## src/rtl/hazard_ctrl.sv

```systemverilog
// Pipeline hazard controller: load-use / ID-branch stalls, mispredict flush, cache freeze.
// Latency: control outputs are combinational from the ID/EX/MEM fields (same cycle); FSM state registers on clk.
// Backpressure: cache stall freezes every stage and preserves the stall context; optional perf counters under HAZARD_PERF_EN.
module hazard_ctrl #(
    parameter int REG_AW = 5,
    parameter int CNT_W  = 32
) (
    input  logic              clk,
    input  logic              rst_n,
    input  logic [REG_AW-1:0] iRs_RegD,
    input  logic [REG_AW-1:0] iRt_RegD,
    input  logic              iUseRs_RegD,
    input  logic              iUseRt_RegD,
    input  logic              iBranch_RegD,
    input  logic              iMispredict_RegD,
    input  logic              iRegWrite_RegE,
    input  logic              iMemRead_RegE,
    input  logic [REG_AW-1:0] iwsel_RegE,
    input  logic              iMemRead_RegM,
    input  logic [REG_AW-1:0] iwsel_RegM,
    input  logic              iICacheStall,
    input  logic              iDCacheStall,
    input  logic              iPerfClr,
    output logic              oPC_Hold,
    output logic              oIFID_Hold,
    output logic              oIDEX_Bubble,
    output logic              oIFID_Flush,
    output logic              oPipe_Freeze,
    output logic [1:0]        oState,
    output logic [CNT_W-1:0]  oStallCnt,
    output logic [CNT_W-1:0]  oFlushCnt,
    output logic [CNT_W-1:0]  oFreezeCnt
);

    typedef enum logic [1:0] {
        ST_RUN    = 2'd0,
        ST_STALL  = 2'd1,
        ST_FREEZE = 2'd2
    } state_e;

    state_e     state_q, state_d;
    state_e     sv_state_q, sv_state_d;
    state_e     eff_state;
    logic [1:0] cnt_q, cnt_d;
    logic [1:0] sv_cnt_q, sv_cnt_d;
    logic [1:0] eff_cnt;

    logic match_e, match_m;
    logic need2, need1;
    logic freeze_req;
    logic stall_cyc, freeze_cyc;

    // Register $0 is never a real producer, so it can never cause a hazard.
    assign match_e = ((iUseRs_RegD && (iRs_RegD == iwsel_RegE)) ||
                      (iUseRt_RegD && (iRt_RegD == iwsel_RegE))) &&
                     (iwsel_RegE != '0);
    assign match_m = ((iUseRs_RegD && (iRs_RegD == iwsel_RegM)) ||
                      (iUseRt_RegD && (iRt_RegD == iwsel_RegM))) &&
                     (iwsel_RegM != '0);

    // Branch needing a loaded value still in EX waits two cycles; the other cases wait one.
    assign need2 = iBranch_RegD && iMemRead_RegE && match_e;
    assign need1 = (iMemRead_RegE && match_e) ||
                   (iBranch_RegD && iRegWrite_RegE && match_e) ||
                   (iBranch_RegD && iMemRead_RegM && match_m);

    assign freeze_req = iICacheStall || iDCacheStall;

    // Next-state and stall/freeze decision; FREEZE acts as the saved state once the caches are ready.
    always_comb begin
        state_d    = state_q;
        cnt_d      = cnt_q;
        sv_state_d = sv_state_q;
        sv_cnt_d   = sv_cnt_q;
        stall_cyc  = 1'b0;
        freeze_cyc = 1'b0;
        eff_state  = (state_q == ST_FREEZE) ? sv_state_q : state_q;
        eff_cnt    = (state_q == ST_FREEZE) ? sv_cnt_q   : cnt_q;

        if (freeze_req) begin
            freeze_cyc = 1'b1;
            state_d    = ST_FREEZE;
            sv_state_d = eff_state;
            sv_cnt_d   = eff_cnt;
            cnt_d      = eff_cnt;
        end else begin
            case (eff_state)
                ST_STALL: begin
                    // Inputs are not re-examined; just count down the committed stall.
                    stall_cyc = 1'b1;
                    cnt_d     = eff_cnt - 2'd1;
                    state_d   = (eff_cnt <= 2'd1) ? ST_RUN : ST_STALL;
                end
                default: begin
                    cnt_d   = 2'd0;
                    state_d = ST_RUN;
                    if (need2) begin
                        stall_cyc = 1'b1;
                        state_d   = ST_STALL;
                        cnt_d     = 2'd1;
                    end else if (need1) begin
                        stall_cyc = 1'b1;
                    end
                end
            endcase
        end
    end

    // FSM state, remaining stall count and the context saved across a freeze.
    always_ff @(posedge clk or negedge rst_n) begin
        if (!rst_n) begin
            state_q    <= ST_RUN;
            cnt_q      <= 2'd0;
            sv_state_q <= ST_RUN;
            sv_cnt_q   <= 2'd0;
        end else begin
            state_q    <= state_d;
            cnt_q      <= cnt_d;
            sv_state_q <= sv_state_d;
            sv_cnt_q   <= sv_cnt_d;
        end
    end

    // Outputs are forced low while reset is held; freeze > stall > flush.
    assign oPC_Hold     = rst_n && (stall_cyc || freeze_cyc);
    assign oIFID_Hold   = rst_n && (stall_cyc || freeze_cyc);
    assign oIDEX_Bubble = rst_n && stall_cyc;
    assign oPipe_Freeze = rst_n && freeze_cyc;
    assign oIFID_Flush  = rst_n && iMispredict_RegD && !stall_cyc && !freeze_cyc;
    assign oState       = state_q;

`ifdef HAZARD_PERF_EN
    localparam logic [CNT_W-1:0] CNT_ONE = {{(CNT_W-1){1'b0}}, 1'b1};

    logic [CNT_W-1:0] stall_cnt_q, flush_cnt_q, freeze_cnt_q;

    // Saturating event counters; a clear request takes precedence over counting.
    always_ff @(posedge clk or negedge rst_n) begin
        if (!rst_n) begin
            stall_cnt_q  <= '0;
            flush_cnt_q  <= '0;
            freeze_cnt_q <= '0;
        end else if (iPerfClr) begin
            stall_cnt_q  <= '0;
            flush_cnt_q  <= '0;
            freeze_cnt_q <= '0;
        end else begin
            if (oIDEX_Bubble && (stall_cnt_q != '1))
                stall_cnt_q <= stall_cnt_q + CNT_ONE;
            if (oIFID_Flush && (flush_cnt_q != '1))
                flush_cnt_q <= flush_cnt_q + CNT_ONE;
            if (oPipe_Freeze && (freeze_cnt_q != '1))
                freeze_cnt_q <= freeze_cnt_q + CNT_ONE;
        end
    end

    assign oStallCnt  = stall_cnt_q;
    assign oFlushCnt  = flush_cnt_q;
    assign oFreezeCnt = freeze_cnt_q;
`else
    logic unused_perf_clr;

    assign unused_perf_clr = iPerfClr;
    assign oStallCnt       = '0;
    assign oFlushCnt       = '0;
    assign oFreezeCnt      = '0;
`endif

endmodule
```

## config.mk

```make
export PLATFORM = sky130hd
export DESIGN_NAME = hazard_ctrl
export DESIGN_NICKNAME = d
export VERILOG_FILES = /design/src/rtl/hazard_ctrl.sv
export SDC_FILE = /design/constraint.sdc
export NUM_CORES = 1
export LEC_CHECK = 0
export BUFFER_PORTS_ARGS = -buffer_cell sky130_fd_sc_hd__buf_2
export CAP_MARGIN = 20
export CORE_MARGIN = 3
export CORE_UTILIZATION = 37
export DETAILED_ROUTE_END_ITERATION = 10
export HOLD_SLACK_MARGIN = 0.1
export PLACE_DENSITY = 0.82
export RECOVER_POWER = 25
export SLEW_MARGIN = 25
export SYNTH_ARGS = -nofsm -noshare
export SYNTH_HDL_FRONTEND = slang
export SYNTH_SLANG_ARGS = --single-unit
```

## constraint.sdc

```tcl
create_clock -name clk -period 1.55 [get_ports clk]
set_input_delay 0.155 -clock clk [delete_from_list [all_inputs] [get_ports clk]]
set_output_delay 0.155 -clock clk [all_outputs]
set_load 0.01 [all_outputs]
```

==> results of run 1 <==
## path summary, 6_finish.rpt
check | start | to | slack (ns) | cells past startpoint
max | iwsel_RegM[0] | oPC_Hold | -0.11 | 7
min | iMemRead_RegE | oState[0] | 0.25 | 3
max reg2reg | oState[0] | cnt_q[1] | 0.13 | 5
min reg2reg | sv_state_q[0] | sv_state_q[0] | 0.51 | 2
max in group asynchronous | rst_n | sv_state_q[0] | 1.04 | 2
min in group asynchronous | rst_n | oState[0] | 0.32 | 2
## stage by stage
stage	std cells	setup slack (ns)	setup TNS, ns
floorplan	270	0.0601	0
global placement	260	-0.180	-0.454
detailed placement	260	-0.188	-0.471
CTS	266	-0.128	-0.495
global route	266	-0.181	-0.697
finish	266	-0.106	-0.404
## area by class of cell
class	count	area [µm²]	share of cell area [%]
multi-input combinational	163	846	60.0
sequential	8	200	14.2
tap	46	57.6	4.09
timing repair buffer	45	260	18.5
clock buffer	3	41.3	2.93
inverter	1	3.75	0.266
## registers in the layout, indices dropped and copies added, names as in the netlist
signal and count:
sv_cnt_q 2, oState 2, cnt_q 2, sv_state_q 2
## per-layer routing
layer / wire length [µm] / share of wire [%] / track usage (%) / vias up
met5: 0 / 0 / 0 / -
met4: 21 / 0.87 / 3.04 / 0
met3: 358 / 15 / 1.50 / 2
met2: 1160 / 48 / 15.4 / 82
met1: 864 / 36 / 10.2 / 419
li1: - / - / - / 464
## cells by family (layout without fill, tap and decap cells)
| kind of cell | after synthesis | count (layout) | synth area share, % |
|---|---|---|---|
| multiplexers | 3 | 3 | 2.14 |
| AND/OR/NAND/NOR | 29 | 29 | 10.5 |
| AO/OA/AOI/OAI | 15 | 15 | 7.78 |
| other | 1 | 96 | 0.268 |
| XOR/XNOR | 20 | 20 | 12.5 |
| flip-flops | 8 | 8 | 14.3 |
| buffers and inverters | 99 | 49 | 52.5 |
## worst max-delay path, cell delays in order
cell and delay [ns]:
buf_6 0.09, or3_4 0.38, o311a_1 0.30, a32oi_2 0.23, buf_4 0.16, a21boi_2 0.05, buf_2 0.14
## report_power, final
| group | total, W | switching, W | internal [W] |
|---|---|---|---|
| Sequential | 0.000279 | 0.0000255 | 0.000254 |
| Clock | 0.000244 | 0.0000767 | 0.000168 |
| Combinational | 0.000395 | 0.000243 | 0.000153 |
| Total | 0.000919 | 0.000345 | 0.000574 |
## layout by cell type (no fill, tap or decap), drive strengths merged, types with 3 or more instances in the layout
cell and n:
conb 96, buf 44, xnor2 20, nand2 8
dfrtp 8, nor2 6, nand4 5, a21oi 4
o22ai 3, clkbuf 3, mux2i 3
## repair_timing
item	4_1_cts	5_1_grt
setup endpoints to repair	4	5
resized for setup	4	3
pin swaps	3	0
hold buffers	1	0
endpoints found under the hold margin	8	0
buffers inserted	2	0
==> summary.md, run 1 <==
| Metric | Value |
|---|---|
| CP Max Fanout | `3` |
| Share of layout cells above drive strength 1 | `24.5%` |
| Crit Path Category | `in2out` |
| Final WL | `2.40 mm` |
| Diode count | `0` |
| Synth area leaders | `buf_4, dfrtp_1, xnor2_1` |
| Post-route ant nets | `0` |
| Drc violations | `0` |
| Gpl congestion | `0.842` |
| Via/cell ratio | `3.64` |
| Top cells by count, synth | `buf_4, xnor2_1, dfrtp_1, nand2_1, nor2_1` |
| Mean area per synthesized cell | `8.00 µm²` |
| Ys flop type | `dfrtp_1` |
| DR vias | `967` |
| Root Driver | `clkbuf_8` |
| IO buf count | `37` |
| Final setup viols | `4` |
| Starting DRT DRC Count | `33` |
| Synth cell types | `28` |
| CP Data Required Time | `1.39 ns` |
| Die area | `0.00456 mm²` |
| Worst-Skew Late Latency | `0.23 ns` |
| Number of fill cells in the layout | `358` |
| Detailed Place HPWL | `2.12 mm` |
| Pin count of the biggest net entering global routing | `13` |
| Post-synth EDFFs | `0` |
| Status | `finished with violations` |
| Die X | `roughly 68 µm` |
| CTS Sinks | `8` |
| GRT Residual Overflow | `0` |
| Vias in the first global route | `740` |
| Area of the mapped netlist | `0.00140 mm²` |
| Number of synthesized register bits | `8` |
| Critical Path Start Type | `primary input` |
| Clock Skew | `approximately 0.0022 ns` |
| Max Buffers Root-to-Sink | `2` |
| Total global routing track utilization | `roughly 8.6%` |
| IO Count | `135` |
| Setup ws final | `-0.106 ns` |
| CTS tree | `yes` |
| Leakage | `0.768 nW` |
| Fin area | `0.00141 mm²` |
| # nets final | `254` |
| Yosys top cell by area | `buf_4` |
| Post-layout minimum cycle time | `between 1.5 and 2 ns` |
| CP arrival | `1.50 ns` |
| CTS buffer count | `3` |
| Max_cap viols | `0` |
| Core area | `0.00349 mm²` |
| Async set or reset register ratio after synthesis | `100%` |
| Die H | `67.5 µm` |
| Initial antenna violation count | `0` |
| Area after DPL | `0.00131 mm²` |
| Number of iterations in the first detailed-routing pass | `4` |
| Cell count after synthesis | `175` |
| Wire per inst | `~9 µm` |
| Fin util | `40.3%` |
| Hold_ws | `0.249 ns` |
| CP endpoint kind | `output pin` |
| RSZ-0062 raised after global routing | `true` |
| F_max | `0.604 GHz` |
| CTS H-tree lvls | `1` |
| Peak supply drop | `approximately 0.27 mV` |
| First-pass GRT wire length | `3.05 mm` |
| Synth warnings | `0` |
| Tcrit/Tclk final | `107%` |
| CTS clk-pin slew, worst paths | `0.04 ns` |
| Pwr Density | `652 mW/mm²` |
| Final Hold Fails | `0` |
| Starting Density | `roughly two fifths` |
| Synth-to-Final Area Change | `0.625%` |
| Most numerous cell in the Yosys netlist | `buf_4` |
| Total power | `~0.0009 W` |
| Share of the synthesized area in the top cell type | `52.0%` |
| Row Count | `21` |
| Sequential area share after synthesis | `14.3%` |
| Failing checks | `negative setup slack` |
| Max Slew Vio Count | `0` |
| Hold Crit Class | `in2reg` |
Power figures use the tool's default switching activity.
==> inputs of run 2 (changes only) <==
--- a/config.mk
+++ b/config.mk
@@ -5,13 +5,14 @@
 export SDC_FILE = /design/constraint.sdc
 export NUM_CORES = 1
 export LEC_CHECK = 0
+export ABC_CLOCK_PERIOD_IN_PS = 1550
 export BUFFER_PORTS_ARGS = -buffer_cell sky130_fd_sc_hd__buf_2
 export CAP_MARGIN = 20
 export CORE_MARGIN = 3
 export CORE_UTILIZATION = 37
 export DETAILED_ROUTE_END_ITERATION = 10
 export HOLD_SLACK_MARGIN = 0.1
-export PLACE_DENSITY = 0.82
+export PLACE_DENSITY = 0.81
 export RECOVER_POWER = 25
 export SLEW_MARGIN = 25
 export SYNTH_ARGS = -nofsm -noshare
==> run 2 against run 1 <==
  * The run still ends with negative setup slack left
  * Worst hold slack improved by 0.0078 ns
  * Clock power barely moved
  * First-iteration DRC count is 21% lower
  * Final cell count rose by 0.75%
  * Via count down 1.2%
  * Critical path depth unchanged
  * Flip-flop and latch count stayed put
  * Wire length rose by 2.6%
  * Combinational power is essentially flat
  * Sequential share of layout area fell by 0.14 points
  * Non-clock buffer count up 2
  * Fmax fell by 0.17%
  * Critical endpoint is now oIFID_Hold
  * Largest cell class unchanged
  * Highest routed layer unchanged
==> summary.md, run 2 (synthesized netlist as in run 1, its figures left out) <==
| Metric | Value |
|---|---|
| Hold Crit Class | `in2reg` |
| Gpl congestion | `0.896 (+6.5%)` |
| Crit-path slowest cell | `or3_4` |
| GRT Residual Overflow | `0 (unchanged)` |
| Status | `finished with violations` |
| Row Count | `21 (unchanged)` |
| Crit Path Category | `in2out` |
| Die H | `67.5 µm (unchanged)` |
| Most frequent cells in the layout | `conb_1, buf_2, xnor2_1` |
| Core area | `0.00349 mm² (unchanged)` |
| Post-layout minimum cycle time | `1.66 ns (+0.00290 ns)` |
| Max_cap viols | `0 (unchanged)` |
| First-pass GRT wire length | `3.17 mm (+4.1%)` |
| Finished Layout Cells | `268 (+0.75%)` |
| Starting DRT DRC Count | `26 (-21%)` |
| Critical Path Start Type | `primary input` |
| Placed cells | `260 (unchanged)` |
| Total power | `0.000914 W (-0.47%)` |
| # nets final | `256 (+0.79%)` |
| Worst path cell trace | `buf_6 -> or3_4 -> o311a_1 -> a32oi_2 -> buf_4 -> a21boi_2 -> buf_2` |
| IO buf count | `37 (unchanged)` |
| Final Hold Fails | `0 (unchanged)` |
| Max Slew Vio Count | `0 (unchanged)` |
| Tcrit/Tclk final | `107% (+0.19 points)` |
| Root Driver | `clkbuf_8` |
| Initial antenna violation count | `0 (unchanged)` |
| CTS tree | `yes` |
| CP arrival | `1.50 ns (about the same)` |
| Pin count of the biggest net entering global routing | `13 (unchanged)` |
| R2r endpoint | `cnt_q[1]` |
| Max Buffers Root-to-Sink | `2 (unchanged)` |
| Number of iterations in the first detailed-routing pass | `4 (unchanged)` |
| CTS Sinks | `8 (unchanged)` |
| Die X | `67.5 µm (unchanged)` |
| Pwr Density | `643 mW/mm² (-1.4%)` |
| CTS clk-pin slew, worst paths | `0.04 ns (about the same)` |
| Drc violations | `0 (unchanged)` |
| Clock Skew | `0.00379 ns (+0.00159 ns)` |
| Diode count | `0 (unchanged)` |
| Final WL | `2.46 mm (+2.6%)` |
| Most common cell after layout, fill and taps aside | `conb_1` |
| Starting Density | `40.1% (unchanged)` |
| RSZ-0062 raised after global routing | `true` |
| Final setup viols | `4 (unchanged)` |
| Fin area | `0.00142 mm² (+0.98%)` |
| Worst R2R Start | `oState[1]` |
| CP Data Required Time | `1.39 ns (about the same)` |
| DR vias | `955 (-1.2%)` |
| F_max | `0.603 GHz (-0.17%)` |
| Reg2reg setup slack | `0.18 ns (+0.05 ns)` |
| Die area | `0.00456 mm² (unchanged)` |
| Area after DPL | `0.00131 mm² (unchanged)` |
| Leakage | `0.780 nW (+1.5%)` |
| Setup ws final | `-0.109 ns (-0.00290 ns)` |
| Worst Setup SP | `iwsel_RegM[0]` |
| Worst-Skew Late Latency | `0.23 ns (about the same)` |
| CTS H-tree lvls | `1 (unchanged)` |
| Share of layout cells above drive strength 1 | `25.2% (+0.68 points)` |
| CP Max Fanout | `3 (unchanged)` |
| Synth-to-Final Area Change | `1.61%` |
| Vias in the first global route | `764 (+3.2%)` |
| R2R cell count | `5 (unchanged)` |
| Peak supply drop | `0.195 mV (-29%)` |
| IO Count | `135 (unchanged)` |
| CP endpoint kind | `output pin` |
| CTS buffer count | `3 (unchanged)` |
| Failing checks | `negative setup slack` |
| Via/cell ratio | `3.56 (-2.0%)` |
| Wire per inst | `9.19 µm (+1.8%)` |
| CP Capture Point | `oIFID_Hold` |
| Detailed Place HPWL | `2.15 mm (+1.2%)` |
| Total global routing track utilization | `9.26% (+0.65 points)` |
| Post-route ant nets | `0 (unchanged)` |
| Critical path's largest stage delay | `0.38 ns (about the same)` |
-- run 2: cell types whose count changed in the layout (fill, tap and decap cells not counted) --
| cell | delta |
|---|---|
| mux2i_2 | -1 |
| buf_4 | +2 |
| and2_1 | -1 |
| mux2i_1 | +1 |
| and2_4 | +1 |
-- run 2: per-stage QoR --
step | setup TNS, ns | hold WS (ns) | setup WS (ns) | util (%)
global route | -0.674 | 0.298 | -0.171 | 40.7
global placement | -0.440 | 0.0205 | -0.176 | 37.5
CTS | -0.353 | 0.252 | -0.106 | 40.0
detailed placement | -0.455 | 0.0232 | -0.178 | 37.5
floorplan | 0 | -0.141 | 0.0601 | -
finish | -0.425 | 0.256 | -0.109 | 40.7
-- run 2: report_power, final --
group | switching, W | internal, W
Sequential | 0.0000219 | 0.000253
Clock | 0.0000792 | 0.000168
Combinational | 0.000240 | 0.000152
-- run 2: metal layers --
metal	global-route usage [%]	vias up	part of all wire (%)
met1	10.8	405	35
met3	0.499	4	15
met4	5.32	0	1.2
met5	0	-	0
met2	16.6	78	49
li1	-	468	-
-- run 2: repair_timing --
| item | 4_1_cts | 5_1_grt |
|---|---|---|
| endpoints found under the hold margin | 8 | 0 |
| hold buffers | 1 | 0 |
| pin swaps | 2 | 1 |
| endpoints found under the setup margin | 4 | 5 |
| setup buffers | 2 | 2 |
| gates resized for setup | 4 | 3 |
-- run 2: final cells by class --
type / count / area [µm²]
Multi-Input combinational cell: 163 / 845
Clock buffer: 3 / 41.3
Timing Repair Buffer: 47 / 275
Fill cell: 385 / 2070
Tap cell: 46 / 57.6
Inverter: 1 / 3.75
Sequential cell: 8 / 200
-- run 2: worst min path at each step --
stage	startpoint	endpoint	slack, ns	cells past startpoint
floorplan	rst_n	cnt_q[0]	-0.14	0
global placement	rst_n	sv_state_q[1]	0.02	1
detailed placement	rst_n	oState[0]	0.02	1
CTS	iICacheStall	sv_state_q[1]	0.25	4
global route	iMemRead_RegE	cnt_q[0]	0.30	3
finish	iMemRead_RegE	cnt_q[0]	0.26	3
-- run 2: worst max-delay path, delay by kind of cell --
kind	cells	cell delay [ns]
compound gates	3	0.58
buf+inv	3	0.38
simple gates	1	0.38
==> inputs of run 3 (changes only) <==
--- a/config.mk
+++ b/config.mk
@@ -8,12 +8,15 @@
 export ABC_CLOCK_PERIOD_IN_PS = 1550
 export BUFFER_PORTS_ARGS = -buffer_cell sky130_fd_sc_hd__buf_2
 export CAP_MARGIN = 20
+export CELL_PAD_IN_SITES_DETAIL_PLACEMENT = 1
+export CELL_PAD_IN_SITES_GLOBAL_PLACEMENT = 2
 export CORE_MARGIN = 3
-export CORE_UTILIZATION = 37
+export CORE_UTILIZATION = 17
 export DETAILED_ROUTE_END_ITERATION = 10
 export HOLD_SLACK_MARGIN = 0.1
-export PLACE_DENSITY = 0.81
+export PLACE_DENSITY = 0.78
 export RECOVER_POWER = 25
+export SETUP_SLACK_MARGIN = 0.3
 export SLEW_MARGIN = 25
 export SYNTH_ARGS = -nofsm -noshare
 export SYNTH_HDL_FRONTEND = slang
==> constraint.sdc (replaced) <==
create_clock -name clk -period 1.55 [get_ports clk]
set_input_delay 0.155 -clock clk [delete_from_list [all_inputs] [get_ports clk]]
set_output_delay 0.155 -clock clk [all_outputs]
set_load 0.05 [all_outputs]
==> run 3 against run 2 <==
  * The run still ends with negative setup slack left
  * Final cell count up 22%
  * Sequential share of layout area down 2.0 points
  * Clock skew up 0.0035 ns
  * Die area up 110%
  * Critical path depth down 1
  * Flip-flop and latch count unchanged
  * Utilization down 19 points
  * Clock power up 11%
  * Combinational power up 140%
  * Non-clock buffer count up 3
  * First-iteration DRC count down 77%
  * Global-route usage down 3.3 points
  * Critical path type unchanged
  * Highest routed layer unchanged
==> summary.md, run 3 (synthesized netlist as in run 1, its figures left out) <==
| Metric | Value |
|---|---|
| Status | `finished with violations` |
| Failing checks | `negative setup slack` |
| Die X | `96.8 µm (+43%)` |
| Post-route ant nets | `0 (unchanged)` |
| Die area | `0.00936 mm² (+110%)` |
| Max Buffers Root-to-Sink | `2 (unchanged)` |
| GRT Residual Overflow | `0 (unchanged)` |
| CP Max Fanout | `2 (-1)` |
| Core area | `0.00785 mm² (+120%)` |
| Number of iterations in the first detailed-routing pass | `3 (-1)` |
| Peak supply drop | `0.213 mV (+8.9%)` |
| Via/cell ratio | `3.08 (-14%)` |
| Starting DRT DRC Count | `6 (-77%)` |
| Final setup viols | `4 (unchanged)` |
| Final Hold Fails | `0 (unchanged)` |
| Starting Density | `17.8% (-22 points)` |
| Pwr Density | `889 mW/mm² (+38%)` |
| Diode count | `0 (unchanged)` |
| Drc violations | `0 (unchanged)` |
| Synth-to-Final Area Change | `20.3%` |
| Worst-Skew Late Latency | `0.24 ns (about the same)` |
| Area occupied by multi-input gates | `956 µm² (+13%)` |
| RSZ-0062 raised after global routing | `true` |
| F_max | `0.587 GHz (-2.6%)` |
| Detailed Place HPWL | `2.74 mm (+28%)` |
| Pin count of the biggest net entering global routing | `9 (-4)` |
| IO Count | `135 (unchanged)` |
| Area after DPL | `0.00145 mm² (+11%)` |
| Storage element area | `203 µm² (+1.2%)` |
| Root Driver | `clkbuf_8` |
| Critical Path Start Type | `primary input` |
| Most frequent cells in the layout | `conb_1, buf_2, xnor2_1` |
| Total global routing track utilization | `5.99% (-3.3 points)` |
| Share of layout cells above drive strength 1 | `33.2% (+8.0 points)` |
| Most common cell after layout, fill and taps aside | `conb_1` |
| CTS buffer count | `3 (unchanged)` |
| Wire per inst | `9.76 µm (+6.2%)` |
| Fin area | `0.00168 mm² (+18%)` |
| First-pass GRT wire length | `4.58 mm (+44%)` |
| # nets final | `259 (+1.2%)` |
| Initial antenna violation count | `0 (unchanged)` |
| Leakage | `0.847 nW (+8.6%)` |
| CTS clk-pin slew, worst paths | `0.04 ns (about the same)` |
| Row Count | `32 (+52%)` |
| IO buf count | `37 (unchanged)` |
| Tcrit/Tclk final | `110% (+2.9 points)` |
| CP arrival | `1.55 ns (+0.05 ns)` |
| Hold_ws | `0.258 ns (+0.00179 ns)` |
| Crit Path Category | `in2out` |
| DR vias | `1011 (+5.9%)` |
| Die H | `96.8 µm (+43%)` |
| Clock Skew | `0.00727 ns (+0.00348 ns)` |
| Final WL | `3.20 mm (+30%)` |
| Gpl congestion | `0.732 (-18%)` |
| CTS H-tree lvls | `1 (unchanged)` |
| Max_cap viols | `0 (unchanged)` |
| CTS tree | `yes` |
| Number of fill cells in the layout | `1000 (+160%)` |
| CP Data Required Time | `1.39 ns (about the same)` |
| Post-layout minimum cycle time | `1.70 ns (+0.0447 ns)` |
| Setup ws final | `-0.154 ns (-0.0447 ns)` |
| Hold Crit Class | `in2reg` |
| CTS Sinks | `8 (unchanged)` |
| Max Slew Vio Count | `0 (unchanged)` |
| Vias in the first global route | `968 (+27%)` |
| CP endpoint kind | `output pin` |
## run 3: changes by cell type in the layout (fill, tap and decap cells not counted), sizes merged
| cell | before | now |
|---|---|---|
| buf | 46 | 49 |
| clkbuf | 3 | 4 |
## run 3: final cells by class
class | instances | area share (%)
Clock buffer | 4 | 2.67
Inverter | 1 | 0.223
Timing Repair Buffer | 50 | 20.7
Tap cell | 102 | 7.58
Multi-Input combinational cell | 163 | 56.8
Sequential cell | 8 | 12.0
## run 3: critical path: stages
cell and delay (ns):
buf_6 0.09, or3_4 0.38, o311a_1 0.30, a32oi_2 0.22, and4_4 0.26, buf_8 0.14
## run 3: per-layer routing
metal / up-vias / wire, µm / GRT usage (%) / share of wire [%]
met1: 460 / 1050 / 6.06 / 33
met2: 67 / 1770 / 10.9 / 55
met5: - / 0 / 0 / 0
met4: 0 / 47 / 2.59 / 1.5
met3: 5 / 336 / 2.24 / 10
li1: 479 / - / - / -
## run 3: stage by stage
step / setup WS, ns / setup TNS, ns / total power (W) / instances / utilization [%]
2_1_floorplan: -0.247 / -0.400 / 0.00118 / 270 / -
3_3_place_gp: -0.307 / -0.999 / 0.00110 / 321 / 18.5
3_5_place_dp: -0.298 / -0.966 / 0.00112 / 321 / 18.5
4_1_cts: -0.151 / -0.540 / 0.00146 / 327 / 20.4
5_1_grt: -0.189 / -0.713 / 0.00157 / 328 / 21.5
6_report: -0.154 / -0.562 / 0.00150 / 328 / 21.5
## run 3: report_power, final
part / internal [W] / leakage, nW / total (W) / switching (W)
sequential: 0.000254 / 0.0943 / 0.000293 / 0.0000394
clock: 0.000179 / 0.0228 / 0.000274 / 0.0000943
combinational: 0.000226 / 0.730 / 0.000930 / 0.000704
total: 0.000659 / 0.847 / 0.00150 / 0.000838
## run 3: worst paths after layout
path,start,end,slack (ns),depth (start not counted)
max in group asynchronous,rst_n,oState[1],0.81,2
min in group asynchronous,rst_n,cnt_q[0],0.43,2
max reg2reg,oState[0],cnt_q[1],0.26,5
min reg2reg,sv_state_q[0],sv_state_q[0],0.50,2
max,iwsel_RegM[0],oIFID_Flush,-0.15,6
min,iICacheStall,sv_state_q[1],0.26,4
## run 3: repair_timing
item	CTS	global route
endpoints found under the setup margin	8	7
setup buffers	1	1
pin swaps	4	13
hold endpoints to repair	8	0
gates resized for setup	20	17
hold buffers	1	0
